`config.mk`:
```
export PLATFORM = sky130hd
export DESIGN_NAME = multicycle_control_flat
export DESIGN_NICKNAME = d
export VERILOG_FILES = /design/src/rtl/multicycle_control_if.sv /design/src/rtl/multicycle_control.sv /design/src/flat_wrapper.sv
export SDC_FILE = /design/constraint.sdc
export NUM_CORES = 1
export LEC_CHECK = 0
export BUFFER_PORTS_ARGS = -buffer_cell sky130_fd_sc_hd__buf_2
export CORE_UTILIZATION = 57
export CTS_CLUSTER_SIZE = 12
export DETAILED_ROUTE_END_ITERATION = 12
export PLACE_DENSITY = 0.87
export SYNTH_ARGS = -nofsm -noshare
export SYNTH_HDL_FRONTEND = slang
export SYNTH_SLANG_ARGS = --single-unit
```
`constraint.sdc`:
```
create_clock -name clk -period 5.2 [get_ports clk]
set_clock_uncertainty 0.05 [all_clocks]
set_input_delay 0.78 -clock clk [delete_from_list [all_inputs] [get_ports clk]]
set_output_delay 0.78 -clock clk [all_outputs]
set_load 0.05 [all_outputs]
```
`src/rtl/multicycle_control_if.sv`:
```
// Control-unit bus for the multicycle datapath.
// slave faces the controller; master faces the datapath side.
interface multicycle_control_if #(
  parameter int OPW  = 6,
  parameter int CNTW = 32
);
  logic [OPW-1:0]  opcode;
  logic            mem_ready;
  logic            PCWrite;
  logic            PCWriteCond;
  logic            IorD;
  logic            MemRead;
  logic            MemWrite;
  logic            IRWrite;
  logic            MemtoReg;
  logic            RegDst;
  logic            RegWrite;
  logic            ALUSrcA;
  logic [1:0]      ALUSrcB;
  logic [1:0]      ALUOp;
  logic [1:0]      PCSource;
  logic            HLT;
  logic            illegal;
  logic [2:0]      state;
  logic [CNTW-1:0] instret;

  modport master (
    output opcode, mem_ready,
    input  PCWrite, PCWriteCond, IorD,
    input  MemRead, MemWrite, IRWrite,
    input  MemtoReg, RegDst, RegWrite,
    input  ALUSrcA, ALUSrcB, ALUOp,
    input  PCSource, HLT, illegal,
    input  state, instret
  );

  modport slave (
    input  opcode, mem_ready,
    output PCWrite, PCWriteCond, IorD,
    output MemRead, MemWrite, IRWrite,
    output MemtoReg, RegDst, RegWrite,
    output ALUSrcA, ALUSrcB, ALUOp,
    output PCSource, HLT, illegal,
    output state, instret
  );
endinterface

```
`src/rtl/multicycle_control.sv`:
```
// Multicycle MIPS-style control FSM with
// halt state and retired-instruction counter.
module multicycle_control #(
  parameter int             OPW     = 6,
  parameter int             CNTW    = 32,
  parameter logic [OPW-1:0] HALT_OP = '1
) (
  input logic clk,
  input logic rst,
  multicycle_control_if.slave bus
);
  typedef enum logic [2:0] {
    FETCH  = 3'd0,
    DECODE = 3'd1,
    EXEC   = 3'd2,
    MEM    = 3'd3,
    WB     = 3'd4,
    HALT   = 3'd5
  } state_t;

  localparam logic [OPW-1:0] OP_R    = OPW'(6'b000000);
  localparam logic [OPW-1:0] OP_ADDI = OPW'(6'b001000);
  localparam logic [OPW-1:0] OP_LW   = OPW'(6'b100011);
  localparam logic [OPW-1:0] OP_SW   = OPW'(6'b101011);
  localparam logic [OPW-1:0] OP_BEQ  = OPW'(6'b000100);
  localparam logic [OPW-1:0] OP_J    = OPW'(6'b000010);

  state_t          st, nxt;
  logic [OPW-1:0]  op_q;
  logic [CNTW-1:0] cnt;

  logic is_r, is_addi, is_lw, is_sw;
  logic is_beq, is_j, is_halt, legal;

  assign is_r    = op_q == OP_R;
  assign is_addi = op_q == OP_ADDI;
  assign is_lw   = op_q == OP_LW;
  assign is_sw   = op_q == OP_SW;
  assign is_beq  = op_q == OP_BEQ;
  assign is_j    = op_q == OP_J;
  assign is_halt = op_q == HALT_OP;
  assign legal   = is_r | is_addi | is_lw
                 | is_sw | is_beq | is_j;

  logic       pcw, pcwc, iord, mrd, mwr, irw;
  logic       m2r, rdst, rgw, srca, hlt, ill;
  logic [1:0] srcb, aluop, pcsrc;
  logic       inc;

  always_comb begin
    nxt   = st;
    pcw   = 1'b0;
    pcwc  = 1'b0;
    iord  = 1'b0;
    mrd   = 1'b0;
    mwr   = 1'b0;
    irw   = 1'b0;
    m2r   = 1'b0;
    rdst  = 1'b0;
    rgw   = 1'b0;
    srca  = 1'b0;
    hlt   = 1'b0;
    ill   = 1'b0;
    srcb  = 2'b00;
    aluop = 2'b00;
    pcsrc = 2'b00;
    case (st)
      FETCH: begin
        mrd  = 1'b1;
        srcb = 2'b01;
        if (bus.mem_ready) begin
          irw = 1'b1;
          pcw = 1'b1;
          nxt = DECODE;
        end
      end
      DECODE: begin
        srcb = 2'b11;
        unique case (1'b1)
          is_halt: nxt = HALT;
          legal:   nxt = EXEC;
          default: begin
            ill = 1'b1;
            nxt = FETCH;
          end
        endcase
      end
      EXEC: begin
        unique case (1'b1)
          is_r: begin
            srca  = 1'b1;
            aluop = 2'b10;
            nxt   = WB;
          end
          is_addi: begin
            srca = 1'b1;
            srcb = 2'b10;
            nxt  = WB;
          end
          is_lw, is_sw: begin
            srca = 1'b1;
            srcb = 2'b10;
            nxt  = MEM;
          end
          is_beq: begin
            srca  = 1'b1;
            aluop = 2'b01;
            pcwc  = 1'b1;
            pcsrc = 2'b01;
            nxt   = FETCH;
          end
          is_j: begin
            pcw   = 1'b1;
            pcsrc = 2'b10;
            nxt   = FETCH;
          end
          default: nxt = FETCH;
        endcase
      end
      MEM: begin
        iord = 1'b1;
        mrd  = is_lw;
        mwr  = ~is_lw;
        if (bus.mem_ready)
          nxt = is_lw ? WB : FETCH;
      end
      WB: begin
        rgw  = 1'b1;
        rdst = is_r;
        m2r  = is_lw;
        nxt  = FETCH;
      end
      HALT:    hlt = 1'b1;
      default: nxt = FETCH;
    endcase
  end

  // Only instructions that ran to completion count as retired.
  assign inc = (nxt == FETCH)
             & ((st == EXEC) | (st == MEM) | (st == WB));

  always_ff @(posedge clk) begin
    if (rst) st <= FETCH;
    else     st <= nxt;
  end

  always_ff @(posedge clk) begin
    if (rst) begin
      op_q <= '0;
      cnt  <= '0;
    end else begin
      if (st == FETCH && bus.mem_ready)
        op_q <= bus.opcode;
      if (inc)
        cnt <= cnt + CNTW'(1);
    end
  end

  // Reset is synchronous, so strobes are masked until the edge lands.
  assign bus.PCWrite     = pcw  & ~rst;
  assign bus.PCWriteCond = pcwc & ~rst;
  assign bus.IorD        = iord & ~rst;
  assign bus.MemRead     = mrd  & ~rst;
  assign bus.MemWrite    = mwr  & ~rst;
  assign bus.IRWrite     = irw  & ~rst;
  assign bus.MemtoReg    = m2r  & ~rst;
  assign bus.RegDst      = rdst & ~rst;
  assign bus.RegWrite    = rgw  & ~rst;
  assign bus.ALUSrcA     = srca & ~rst;
  assign bus.ALUSrcB     = srcb  & {2{~rst}};
  assign bus.ALUOp       = aluop & {2{~rst}};
  assign bus.PCSource    = pcsrc & {2{~rst}};
  assign bus.HLT         = hlt & ~rst;
  assign bus.illegal     = ill & ~rst;
  assign bus.state       = st;
  assign bus.instret     = cnt;
endmodule

```
`src/flat_wrapper.sv`:
```
// flat-port wrapper written by rule: the top's interface ports become plain ports
module multicycle_control_flat 
#(
  parameter int             OPW     = 6,
  parameter int             CNTW    = 32,
  parameter logic [OPW-1:0] HALT_OP = '1
)
  (clk, rst, bus_opcode, bus_mem_ready, bus_PCWrite, bus_PCWriteCond, bus_IorD, bus_MemRead, bus_MemWrite, bus_IRWrite, bus_MemtoReg, bus_RegDst, bus_RegWrite, bus_ALUSrcA, bus_ALUSrcB, bus_ALUOp, bus_PCSource, bus_HLT, bus_illegal, bus_state, bus_instret);
  multicycle_control_if #(.OPW(OPW), .CNTW(CNTW)) bus_i ();
  input logic clk;
  input logic rst;
  input wire logic [$bits(bus_i.opcode)-1:0] bus_opcode;
  input wire logic [$bits(bus_i.mem_ready)-1:0] bus_mem_ready;
  output wire logic [$bits(bus_i.PCWrite)-1:0] bus_PCWrite;
  output wire logic [$bits(bus_i.PCWriteCond)-1:0] bus_PCWriteCond;
  output wire logic [$bits(bus_i.IorD)-1:0] bus_IorD;
  output wire logic [$bits(bus_i.MemRead)-1:0] bus_MemRead;
  output wire logic [$bits(bus_i.MemWrite)-1:0] bus_MemWrite;
  output wire logic [$bits(bus_i.IRWrite)-1:0] bus_IRWrite;
  output wire logic [$bits(bus_i.MemtoReg)-1:0] bus_MemtoReg;
  output wire logic [$bits(bus_i.RegDst)-1:0] bus_RegDst;
  output wire logic [$bits(bus_i.RegWrite)-1:0] bus_RegWrite;
  output wire logic [$bits(bus_i.ALUSrcA)-1:0] bus_ALUSrcA;
  output wire logic [$bits(bus_i.ALUSrcB)-1:0] bus_ALUSrcB;
  output wire logic [$bits(bus_i.ALUOp)-1:0] bus_ALUOp;
  output wire logic [$bits(bus_i.PCSource)-1:0] bus_PCSource;
  output wire logic [$bits(bus_i.HLT)-1:0] bus_HLT;
  output wire logic [$bits(bus_i.illegal)-1:0] bus_illegal;
  output wire logic [$bits(bus_i.state)-1:0] bus_state;
  output wire logic [$bits(bus_i.instret)-1:0] bus_instret;
  assign bus_i.opcode = bus_opcode;
  assign bus_i.mem_ready = bus_mem_ready;
  assign bus_PCWrite = bus_i.PCWrite;
  assign bus_PCWriteCond = bus_i.PCWriteCond;
  assign bus_IorD = bus_i.IorD;
  assign bus_MemRead = bus_i.MemRead;
  assign bus_MemWrite = bus_i.MemWrite;
  assign bus_IRWrite = bus_i.IRWrite;
  assign bus_MemtoReg = bus_i.MemtoReg;
  assign bus_RegDst = bus_i.RegDst;
  assign bus_RegWrite = bus_i.RegWrite;
  assign bus_ALUSrcA = bus_i.ALUSrcA;
  assign bus_ALUSrcB = bus_i.ALUSrcB;
  assign bus_ALUOp = bus_i.ALUOp;
  assign bus_PCSource = bus_i.PCSource;
  assign bus_HLT = bus_i.HLT;
  assign bus_illegal = bus_i.illegal;
  assign bus_state = bus_i.state;
  assign bus_instret = bus_i.instret;
  multicycle_control #(.OPW(OPW), .CNTW(CNTW), .HALT_OP(HALT_OP)) u_core (.clk(clk), .rst(rst), .bus(bus_i));
endmodule
```
Yosys cells after proc, flatten, opt, wreduce, memory -nomap -nowiden --
Cells that the tools add are included.
Storage, ports and cells: flip-flop bits (word level) 41, latch bits 0, memory bits (writable) 0, bits in read-only memories 0, input bits 9, output and inout port bits 53, logic and storage cells 78, memories 0
Operators by class: $add $sub $neg 1, multiply operators 0, div/mod/pow operators 0, order comparisons 0, equal/unequal tests 11, shift-type cells 0, muxes and demuxes 29, bitwise logic cells 25, reduce and logical (&&, ||, !) cells 9
Operators by type and width (number):
- 32-bit by 1-bit adder with 32-bit output (second input constant) | 1
- 6-bit equality test (second input constant) | 3
- 1-bit two-way mux | 15
- 3-bit case mux with 5 select lines | 1
- 1-bit AND | 13
- 3-bit case mux with 2 select lines | 2
- 3-bit two-way mux | 3
- 2-bit case mux with 2 select lines | 2
- 1-bit bitwise OR | 7
- 2-bit AND | 3
- 3-bit by 2-bit equality test with 1-bit output (second input constant) | 2
- 3-bit equality test (second input constant) | 2
- 6-bit by 2-bit equality test with 1-bit output (second input constant) | 1
- 6-bit by 3-bit equality test with 1-bit output (second input constant) | 1
- 6-bit by 4-bit equality test with 1-bit output (second input constant) | 1
- 3-bit logical NOT | 2
- 6-bit logical NOT | 1
- 2-bit two-way mux | 3
- 2-bit case mux with 3 select lines | 1
- 2-bit OR reduction | 3
- 5-bit OR reduction | 1
- 1-bit case mux with 2 select lines | 2
- 3-bit by 1-bit equality test with 1-bit output (second input constant) | 1
- 3-bit OR reduction | 1
- other kinds (2) | 3

Depth between registers and ports, before layout --
Gate-level depths: netlist of run 1.
word-level depth 10, depth in mapped cells 8, depth with buffers taken out 6

Worst setup path after synthesis of run 1 --
No wires, ideal clock.
kind in2out, from input port rst, to output port bus_RegDst, arrival time 3.818 ns, path slack 0.552 ns, stages on the path 3, path buffers 1, path through clkbuf_1 > nor3_1 > nor4b_1
Between the ends: longest elaborated chain between the ends 2
RTL lines:
- start: declaration | line flat_wrapper.sv:11 | input logic rst;
- 1-bit inverter | line multicycle_control.sv:167 | assign bus.RegDst = rdst & ~rst;
- 1-bit AND | line multicycle_control.sv:167
- end: declaration | line flat_wrapper.sv:21 | output wire logic [$bits(bus_i.RegDst)-1:0] bus_RegDst;
No other way between the ends.

Worst setup path after layout of run 1 --
from input port rst, to output port bus_PCWrite
Between the ends: longest elaborated chain between the ends 2
RTL lines:
- 1-bit inverter | line multicycle_control.sv:160 | assign bus.PCWrite = pcw & ~rst;
- 1-bit AND | line multicycle_control.sv:160
- end: declaration | line flat_wrapper.sv:14 | output wire logic [$bits(bus_i.PCWrite)-1:0] bus_PCWrite;
No other way between the ends.

==> key figures, run 1 <==
Clocking
  – Maximum buffer depth of the clock tree: 2
  – Clk_lat worst skew: 290 ps
  – CTS tree: done
  – Clk sinks: 41
  – Hold Buf Count CTS: 0
  – # H-tree levels: 2
  – Root Driver: clkbuf_8
  – Register clock-pin slew on the reported worst setup and hold paths: 70 ps
  – Num CTS Buffers: 5
  – Post-CTS sizing: 0
  – Setup Buffers After CTS: 0

Power and ir drop
  – Int Power: 503.9 uW
  – Peak VDD IR: 0.1859 mV
  – Sequential fraction of design power: 0.481
  – Power share of the combinational group: 0.137
  – Power share of the clock group: 0.382
  – Sw frac: 0.2739
  – Leak Pwr: 1.063 nW
  – P_sw: 190.1 uW
  – Power per cell area: 250.1 mW/mm2

Global routing
  – Remaining Overflow, GRT: 0
  – Largest net degree at the start of global routing: 62
  – Initial antenna violation count: 0
  – Global-route wire length before repair: 9.397 mm
  – Total GRT Usage: 0.2672
  – Vias in the first global route: 2,123

Drt
  – Routed WL: 5.614 mm
  – DRC violations left: 0
  – DRT Pass-1 Iters: 5
  – Via count: 2,507
  – Initial DRC count: 250
  – Detail Route Antenna Nets: 0
  – DR WL/cell: 14.36 um
  – DR vias/cell: 6.412

Timing
  – Final WS setup: 1989 ps
  – Final setup viols: 0
  – Final Slew Violations: 0
  – Unrepaired setup endpoints after global routing: no
  – Sum Neg Setup Slack: 0 ps
  – Max Freq: 0.3114 GHz
  – Worst Tran Pin Value: 966.2 ps
  – Post-route clock period utilization: 0.6175
  – Hold Vio Cnt, Final: 0
  – Fin crit period: 3211 ps
  – Slew headroom: 0.3509

Synthesis
  – Post-synthesis net count: 308
  – Ys async rst share: 0
  – Number of synthesis warnings: 0
  – Ranking of synthesized cells by area: dfxtp_1, o31ai_1, or4_1
  – Synthesized area per cell: 8.145 um2
  – Post-synth top cells: dfxtp_1, a21oi_1, o31ai_1, or4_1, nor2_1
  – Ys flop type: dfxtp_1
  – Mapped Area: 0.002427 mm2
  – Seq cells post-synth: 41
  – Synth cell types: 47
  – Most frequent cell after synthesis: dfxtp_1
  – Mapped Cells: 298
  – Largest area contributor in the netlist: dfxtp_1
  – Number of enable flip-flop cells after synthesis: 0
  – Sequential fraction of the synthesis area: 0.3381
  – Share of the synthesized area in the top cell type: 0.3381

Critical path
  – CP Launch Type: primary input
  – CP Launch Point: rst
  – Reg2reg setup slack: 2560 ps
  – RR Endpoint: u_core.bus.instret[9]$_SDFFE_PP0P_
  – CP endpoint: bus_PCWrite
  – Reg2Reg Depth: 5
  – WS Path Type: primary input to output port
  – RR Startpoint: u_core.op_q[2]$_SDFFE_PP0P_
  – Arrival time at the worst endpoint: 2380 ps
  – CP max FO: 54
  – Worst path required time: 4370 ps
  – Critical path endpoint category: output port

Floorplan
  – Cell Rows: 23
  – I/O Pins: 62
  – Die Area: 0.004523 mm2
  – Die Y: 67.26 um
  – Core Area: 0.004058 mm2
  – DIE WIDTH: 67.26 um
  – Initial Util: 0.5982

Cells and area
  – Fill cell count: 352
  – Share of cells above drive strength 1: 0.2287
  – P&R area growth vs syn: 14.33%
  – # diodes: 0
  – Nets: 350
  – Fin util: 0.6839
  – Non-Filler Instances: 391

Min path
  – Worst min-delay path category: flip-flop to flip-flop

Place
  – RD Place Congestion: 0.8678
  – HPWL Detailed: 3.685 mm
  – Placed Cells: 383
  – Number of I/O port buffers: 61
  – Placement Setup Slack: 2008 ps

Run status
  – Outcome: completed

Job
  – Max_cap viols: 0
-- power groups by stage --
stage / combinational (mW) / clock, mW / sequential, mW
after floorplan: 0.0821 / 0 / 0.340
after global placement: 0.0937 / 0 / 0.340
after detailed placement: 0.0946 / 0 / 0.341
after CTS: 0.0949 / 0.268 / 0.333
after global routing: 0.104 / 0.279 / 0.335
final: 0.0953 / 0.265 / 0.334
-- state kept, by name, summed over array words and instances (netlist names) --
name / count
u_core.bus.instret: 32
u_core.bus.state: 3
u_core.op_q: 6
-- area by class of cell --
cell class	count	area, um2	share of cell area
flip-flops and latches	41	820.8	0.2958
inverters	1	3.754	0.001353
clock buffers	7	86.33	0.03111
clock inverters	1	30.03	0.01082
multi-input cells	229	1459	0.5257
well taps	50	62.56	0.02254
repair buffers	62	312.8	0.1127
-- metal layers --
metal | up-vias | track usage | share of wire
met5 | - | 0 | 0
met3 | 7 | 0.04561 | 0.055
met4 | 0 | 0.1011 | 0.013
met2 | 89 | 0.4438 | 0.48
met1 | 1176 | 0.3437 | 0.45
li1 | 1235 | - | -
-- stage by stage --
stage | power (mW) | cell area [um2] | hold WS, ps
6_report | 0.6941 | 2775 | 441.4
5_1_grt | 0.7187 | 2775 | 476.9
4_1_cts | 0.6963 | 2775 | 446.1
3_5_place_dp | 0.4354 | 2659 | 435.5
3_3_place_gp | 0.4341 | 2659 | 418.7
2_1_floorplan | 0.4220 | 2427 | 488.1
-- critical path: stages --
cell    delay (ps)
buf_2          710
or3_1          300
nor3_1          80
or2_2          260
buf_2          210
-- how the worst min path moves through the flow --
stage,end,startpoint,cells past startpoint
CTS,u_core.bus.instret[25]$_SDFFE_PP0P_,u_core.bus.instret[25]$_SDFFE_PP0P_,2
global route,u_core.bus.instret[21]$_SDFFE_PP0P_,u_core.bus.instret[21]$_SDFFE_PP0P_,2
global placement,u_core.bus.instret[31]$_SDFFE_PP0P_,u_core.bus.instret[31]$_SDFFE_PP0P_,2
detailed placement,u_core.bus.instret[31]$_SDFFE_PP0P_,u_core.bus.instret[31]$_SDFFE_PP0P_,2
floorplan,u_core.op_q[5]$_SDFFE_PP0P_,u_core.op_q[5]$_SDFFE_PP0P_,2
finish,u_core.bus.instret[25]$_SDFFE_PP0P_,u_core.bus.instret[25]$_SDFFE_PP0P_,2
-- layout by cell type, fill, tap and decap left out, drive strengths merged, types with 4 or more instances in the layout --
master | Yosys | final
mux2i | 6 | 6
nor3 | 11 | 11
dfxtp | 41 | 41
nor2b | 9 | 9
nand2 | 9 | 9
nand4 | 16 | 16
o21ai | 7 | 7
and3 | 10 | 10
nand3 | 15 | 15
mux2 | 4 | 4
nor4 | 5 | 5
or3 | 5 | 5
a21oi | 33 | 33
nor2 | 21 | 21
buf | 14 | 62
clkbuf | 13 | 7
o31ai | 25 | 25
or4 | 25 | 25
-- kinds of logic after synthesis --
group                    share of synthesized area
buffers and inverters                      0.06082
flip-flops                                  0.3381
XOR/XNOR                                  0.003609
adder cells (fa/ha/maj)                   0.009278
AO/OA/AOI/OAI                               0.1902
AND/OR/NAND/NOR                             0.3546
multiplexers                               0.04330
(Power assumes the default switching activity.)
==> run 2: changes to the inputs <==
CORE_UTILIZATION = 53   (was 57)
PLACE_DENSITY = 0.82   (was 0.87)
clock period = 3.2 ns   (was 5.2 ns; I/O delays follow)
==> run 2 against run 1 <==
Effect of this change:
- count of clock-buffer cells in the layout unchanged
- cell count increased by 1.5%
- worst hold slack got worse by 69 ps
- final area increased by 2.0%
- critical path type is now flip-flop to output port
- highest routed layer unchanged
==> key figures, run 2 (same netlist as run 1, synthesis figures left out) <==
Power and ir drop
  – Sw frac: 0.2733
  – Sequential fraction of design power: 0.480
  – P_sw: 309.2 uW
  – Int Power: 822.3 uW
  – Power share of the clock group: 0.378
  – Leak Pwr: 1.086 nW
  – Power share of the combinational group: 0.142
  – Power per cell area: 399.8 mW/mm2
  – Total power: 1.131 mW
  – Peak VDD IR: 0.2595 mV

Global routing
  – Largest net degree at the start of global routing: 62
  – Remaining Overflow, GRT: 0
  – Global-route wire length before repair: 9.446 mm
  – Vias in the first global route: 2,068
  – Initial antenna violation count: 0
  – Total GRT Usage: 0.2357

Floorplan
  – DIE WIDTH: 69.68 um
  – I/O Pins: 62
  – Die Y: 69.68 um
  – Core Area: 0.004384 mm2
  – Initial Util: 0.5537
  – Cell Rows: 24
  – Die Area: 0.004855 mm2

Drt
  – Initial DRC count: 180
  – DR vias/cell: 6.315
  – Detail Route Antenna Nets: 0
  – Via count: 2,507
  – Routed WL: 5.618 mm
  – DR WL/cell: 14.15 um
  – DRC violations left: 0
  – DRT Pass-1 Iters: 4

Timing
  – Hold_ws: 372.2 ps
  – Slew headroom: 0.4266
  – Worst Tran Pin Value: 859.1 ps
  – Final WS setup: 502.2 ps
  – Fin crit period: 2698 ps
  – Unrepaired setup endpoints after global routing: no
  – Hold Vio Cnt, Final: 0
  – Max Freq: 0.3707 GHz
  – Final setup viols: 0
  – Post-route clock period utilization: 0.8431
  – Final Slew Violations: 0

Run status
  – Outcome: completed

Place
  – RD Place Congestion: 0.8797
  – HPWL Detailed: 3.800 mm
  – Number of I/O port buffers: 61
  – Placement Setup Slack: 621.1 ps
  – Area post-placement: 0.002714 mm2

Critical path
  – CP Launch Type: flip-flop
  – Critical path endpoint category: output port
  – Arrival time at the worst endpoint: 2170 ps
  – Worst path required time: 2670 ps
  – Delay-heaviest family, CP: simple AND/OR/NAND/NOR gates
  – CP Buf/Inv Count: 1
  – CP max stage cell: dfxtp_1
  – Critical Path, Cell by Cell: or2b_1 > or3_1 > nor3_2 > or2_2 > buf_2
  – Reg2reg setup slack: 560 ps
  – CP max stage delay: 600 ps
  – WS Path Type: flip-flop to output port
  – CP max FO: 14

Clocking
  – CTS tree: done
  – Hold Buf Count CTS: 0
  – Clk_lat worst skew: 290 ps
  – Clk sinks: 41
  – # H-tree levels: 2
  – Maximum buffer depth of the clock tree: 2
  – Register clock-pin slew on the reported worst setup and hold paths: 80 ps
  – Setup Buffers After CTS: 0
  – Root Driver: clkbuf_8
  – Post-CTS sizing: 0
  – Num CTS Buffers: 5

Cells and area
  – Area of the multi-input gates: 0.001481 mm2
  – Seq. cell area: 820.8 um2
  – Fill cell count: 390
  – # diodes: 0
  – Commonest non-fill, non-tap cell in the layout: buf_2
  – Max reg flops: 32
  – Share of cells above drive strength 1: 0.2493
  – P&R area growth vs syn: 16.60%
  – Design area: 0.002830 mm2
  – Most frequent cells in the layout: buf_2, dfxtp_1, a21oi_1
  – Nets: 354
  – Fin util: 0.6455

Job
  – Max_cap viols: 0

Min path
  – Worst min-delay path category: primary input to flip-flop
run 2: worst paths after layout:
path                                            start  cells past startpoint                                   to
setup / recovery       u_core.bus.state[1]$_SDFF_PP0_                      5                          bus_PCWrite
hold / removal                          bus_opcode[3]                      3          u_core.op_q[3]$_SDFFE_PP0P_
setup reg to reg          u_core.op_q[2]$_SDFFE_PP0P_                      5   u_core.bus.instret[9]$_SDFFE_PP0P_
hold reg to reg   u_core.bus.instret[27]$_SDFFE_PP0P_                      2  u_core.bus.instret[27]$_SDFFE_PP0P_
run 2: power groups by stage:
stage,combinational [mW],clock (mW),sequential (mW)
after floorplan,0.136,0,0.552
after global placement,0.159,0,0.553
after detailed placement,0.160,0,0.554
after CTS,0.161,0.434,0.542
after global routing,0.174,0.456,0.546
final,0.161,0.428,0.543
run 2: per-layer routing:
layer / global-route usage / vias to the layer above / share of wire
li1: - / 1249 / -
met1: 0.3258 / 1161 / 0.47
met2: 0.3657 / 91 / 0.46
met3: 0.05087 / 6 / 0.060
met4: 0.07778 / 0 / 0.0089
met5: 0 / - / 0
run 2: worst reg2reg max path, stage by stage (launching register included):
cell	delay (ps)
dfxtp_1	400
or2_2	380
nor3_1	410
a211o_2	790
nor3b_1	160
mux2_1	340
run 2: cell type report:
type                    instances  share of cell area
repair buffers                 66              0.1211
flip-flops and latches         41              0.2900
clock inverters                 1             0.01061
clock buffers                   7             0.03050
inverters                       1            0.001326
multi-input cells             229              0.5234
well taps                      52             0.02299
run 2: stage by stage:
step	TNS [ps]	std cells
after detailed placement	0	389
after floorplan	-459.3	298
after global placement	0	389
after CTS	0	397
final	0	397
after global routing	0	397
==> run 3: changes to the inputs <==
CORE_UTILIZATION = 48   (was 53)
PLACE_DENSITY = 0.78   (was 0.82)
clock period = 2.4 ns   (was 3.2 ns; I/O delays follow)
==> run 3 against run 2 <==
Effect of this change:
- register-to-register slack lost 400 ps
- global-route usage increased by 0.28 points
- count of clock-buffer cells in the layout grew 1
- worst hold slack got worse by 120 ps
- largest power group unchanged
- final area rose by 7.9%
- critical path depth stayed put
- critical endpoint is now bus_ALUSrcB[1]
- sequential power rose by 33%
- combinational power grew 62%
- power is 34% higher
- worst setup slack worse by 440 ps
- routed wire length increased by 8.2%
- utilization fell by 0.74 points
- critical path type unchanged
==> key figures, run 3 (same netlist as run 1, synthesis figures left out) <==
Run status
  – Outcome: completed

Cells and area
  – Share of cells above drive strength 1: 0.2994
  – Most frequent cells in the layout: buf_2, dfxtp_1, a21oi_1
  – Max reg flops: 32
  – # diodes: 0
  – Fin util: 0.6382
  – Non-Filler Instances: 421
  – Commonest non-fill, non-tap cell in the layout: buf_2
  – Design area: 0.003054 mm2
  – P&R area growth vs syn: 25.82%
  – Nets: 363

Timing
  – Hold Vio Cnt, Final: 0
  – Slew headroom: 0.7234
  – Post-route clock period utilization: 0.9721
  – Sum Neg Setup Slack: 0 ps
  – Final setup viols: 0
  – Final WS setup: 66.92 ps
  – Unrepaired setup endpoints after global routing: no
  – Max Freq: 0.4286 GHz
  – Hold_ws: 252.2 ps
  – Fin crit period: 2333 ps
  – Worst Tran Pin Value: 410.5 ps
  – Final Slew Violations: 0

Place
  – Placed Cells: 413
  – HPWL Detailed: 4.178 mm
  – RD Place Congestion: 0.8308
  – Area post-placement: 0.002922 mm2
  – Number of I/O port buffers: 61
  – Placement Setup Slack: 164.2 ps

Global routing
  – Met1 Use GR: 0.3138
  – Global-route wire length before repair: 10.09 mm
  – Met2 usage in global routing: 0.3817
  – Vias in the first global route: 2,229
  – Initial antenna violation count: 0
  – Remaining Overflow, GRT: 0
  – Met3 usage: 0.05663
  – GR peak layer: met2
  – Largest net degree at the start of global routing: 33
  – Total GRT Usage: 0.2385

Min path
  – Worst Min Path Start: bus_opcode[4]
  – Hold Path End: u_core.op_q[4]$_SDFFE_PP0P_
  – Worst min-delay path category: primary input to flip-flop
  – Min-Delay Path Depth: 3

Power and ir drop
  – Sw frac: 0.2886
  – Power share of the combinational group: 0.173
  – Power share of the clock group: 0.350
  – Power per cell area: 495.0 mW/mm2
  – Total power: 1.512 mW
  – Sequential fraction of design power: 0.478
  – Int Power: 1.076 mW
  – Peak VDD IR: 0.3754 mV
  – P_sw: 436.3 uW
  – Leak Pwr: 1.154 nW

Clocking
  – Root Driver: clkbuf_8
  – Hold Buf Count CTS: 0
  – CTS tree: done
  – Clk_lat worst skew: 290 ps
  – Maximum buffer depth of the clock tree: 2
  – Num CTS Buffers: 5
  – # H-tree levels: 2
  – Register clock-pin slew on the reported worst setup and hold paths: 70 ps
  – Clk sinks: 41
  – Setup Buffers After CTS: 0

Floorplan
  – Cell Rows: 25
  – Die Y: 73.11 um
  – DIE WIDTH: 73.11 um
  – Initial Util: 0.5072
  – Core Area: 0.004786 mm2
  – Die Area: 0.005345 mm2
  – I/O Pins: 62

Critical path
  – WS Path Type: flip-flop to output port
  – Arrival time at the worst endpoint: 1920 ps
  – Critical path endpoint category: output port
  – RR Endpoint: u_core.bus.instret[14]$_SDFFE_PP0P_
  – Reg2reg setup slack: 160 ps
  – Reg2Reg Depth: 6
  – CP max FO: 7
  – Worst path required time: 1990 ps
  – RR Startpoint: u_core.bus.state[1]$_SDFF_PP0_
  – CP Launch Type: flip-flop

Drt
  – DR vias/cell: 6.040
  – Routed WL: 6.081 mm
  – Initial DRC count: 158
  – Via count: 2,543
  – DR WL/cell: 14.44 um
  – DRC violations left: 0
  – Detail Route Antenna Nets: 0
  – DRT Pass-1 Iters: 6

Job
  – Max_cap viols: 0
-- run 3: changes by cell type in the layout (fill, tap and decap cells not counted), moves of 2 or more --
cell and delta:
nor3_4 +3, buf_4 +10, nor3_1 -3, buf_12 +2, dfxtp_1 -3, dfxtp_4 +2, buf_2 -3, nor4_1 -2
nor4_4 +3
-- run 3: layer usage --
| metal | up-vias | wire length (um) |
|---|---|---|
| li1 | 1264 | - |
| met1 | 1186 | 2693 |
| met2 | 88 | 2998 |
| met3 | 5 | 323 |
| met4 | 0 | 66 |
| met5 | - | 0 |
-- run 3: area by class of cell --
type,instances,area (um2)
clock buffer,8,111.4
sequential,41,829.5
multi-input combinational,229,1583
fill,433,1732
timing repair buffer,75,442.9
tap,67,83.83
inverter,1,3.754
-- run 3: power groups by stage --
stage | Clock (mW) | Combinational [mW] | Sequential, mW
detailed placement | 0 | 0.257 | 0.737
global placement | 0 | 0.253 | 0.736
CTS | 0.546 | 0.258 | 0.721
finish | 0.529 | 0.261 | 0.722
floorplan | 0 | 0.206 | 0.737
global route | 0.579 | 0.283 | 0.725
-- run 3: how the worst max path moves through the flow --
| stage | startpoint | end | slack (ps) | depth (start not counted) |
|---|---|---|---|---|
| global placement | u_core.op_q[2]$_SDFFE_PP0P_ | u_core.bus.instret[9]$_SDFFE_PP0P_ | 160 | 5 |
| detailed placement | u_core.op_q[2]$_SDFFE_PP0P_ | u_core.bus.instret[5]$_SDFFE_PP0P_ | 160 | 5 |
| global route | u_core.op_q[5]$_SDFFE_PP0P_ | bus_ALUSrcB[1] | 4 | 5 |
| finish | u_core.op_q[5]$_SDFFE_PP0P_ | bus_ALUSrcB[1] | 70 | 5 |
| floorplan | u_core.bus.state[2]$_SDFF_PP0_ | bus_PCSource[0] | -70 | 5 |
| CTS | u_core.bus.state[1]$_SDFF_PP0_ | bus_PCWrite | 0.5 | 5 |
-- run 3: worst max-delay path, cell delays in order (launching register included) --
cell and delay (ps):
dfxtp_1 370, or3_1 450, o21ai_0 260, a31oi_1 150
nor3_2 130, buf_2 280
-- run 3: what timing repair did --
| action | CTS | global route |
|---|---|---|
| gates resized for setup | 2 | 7 |
| pin swaps | 0 | 1 |
| setup endpoints to repair | 4 | 4 |
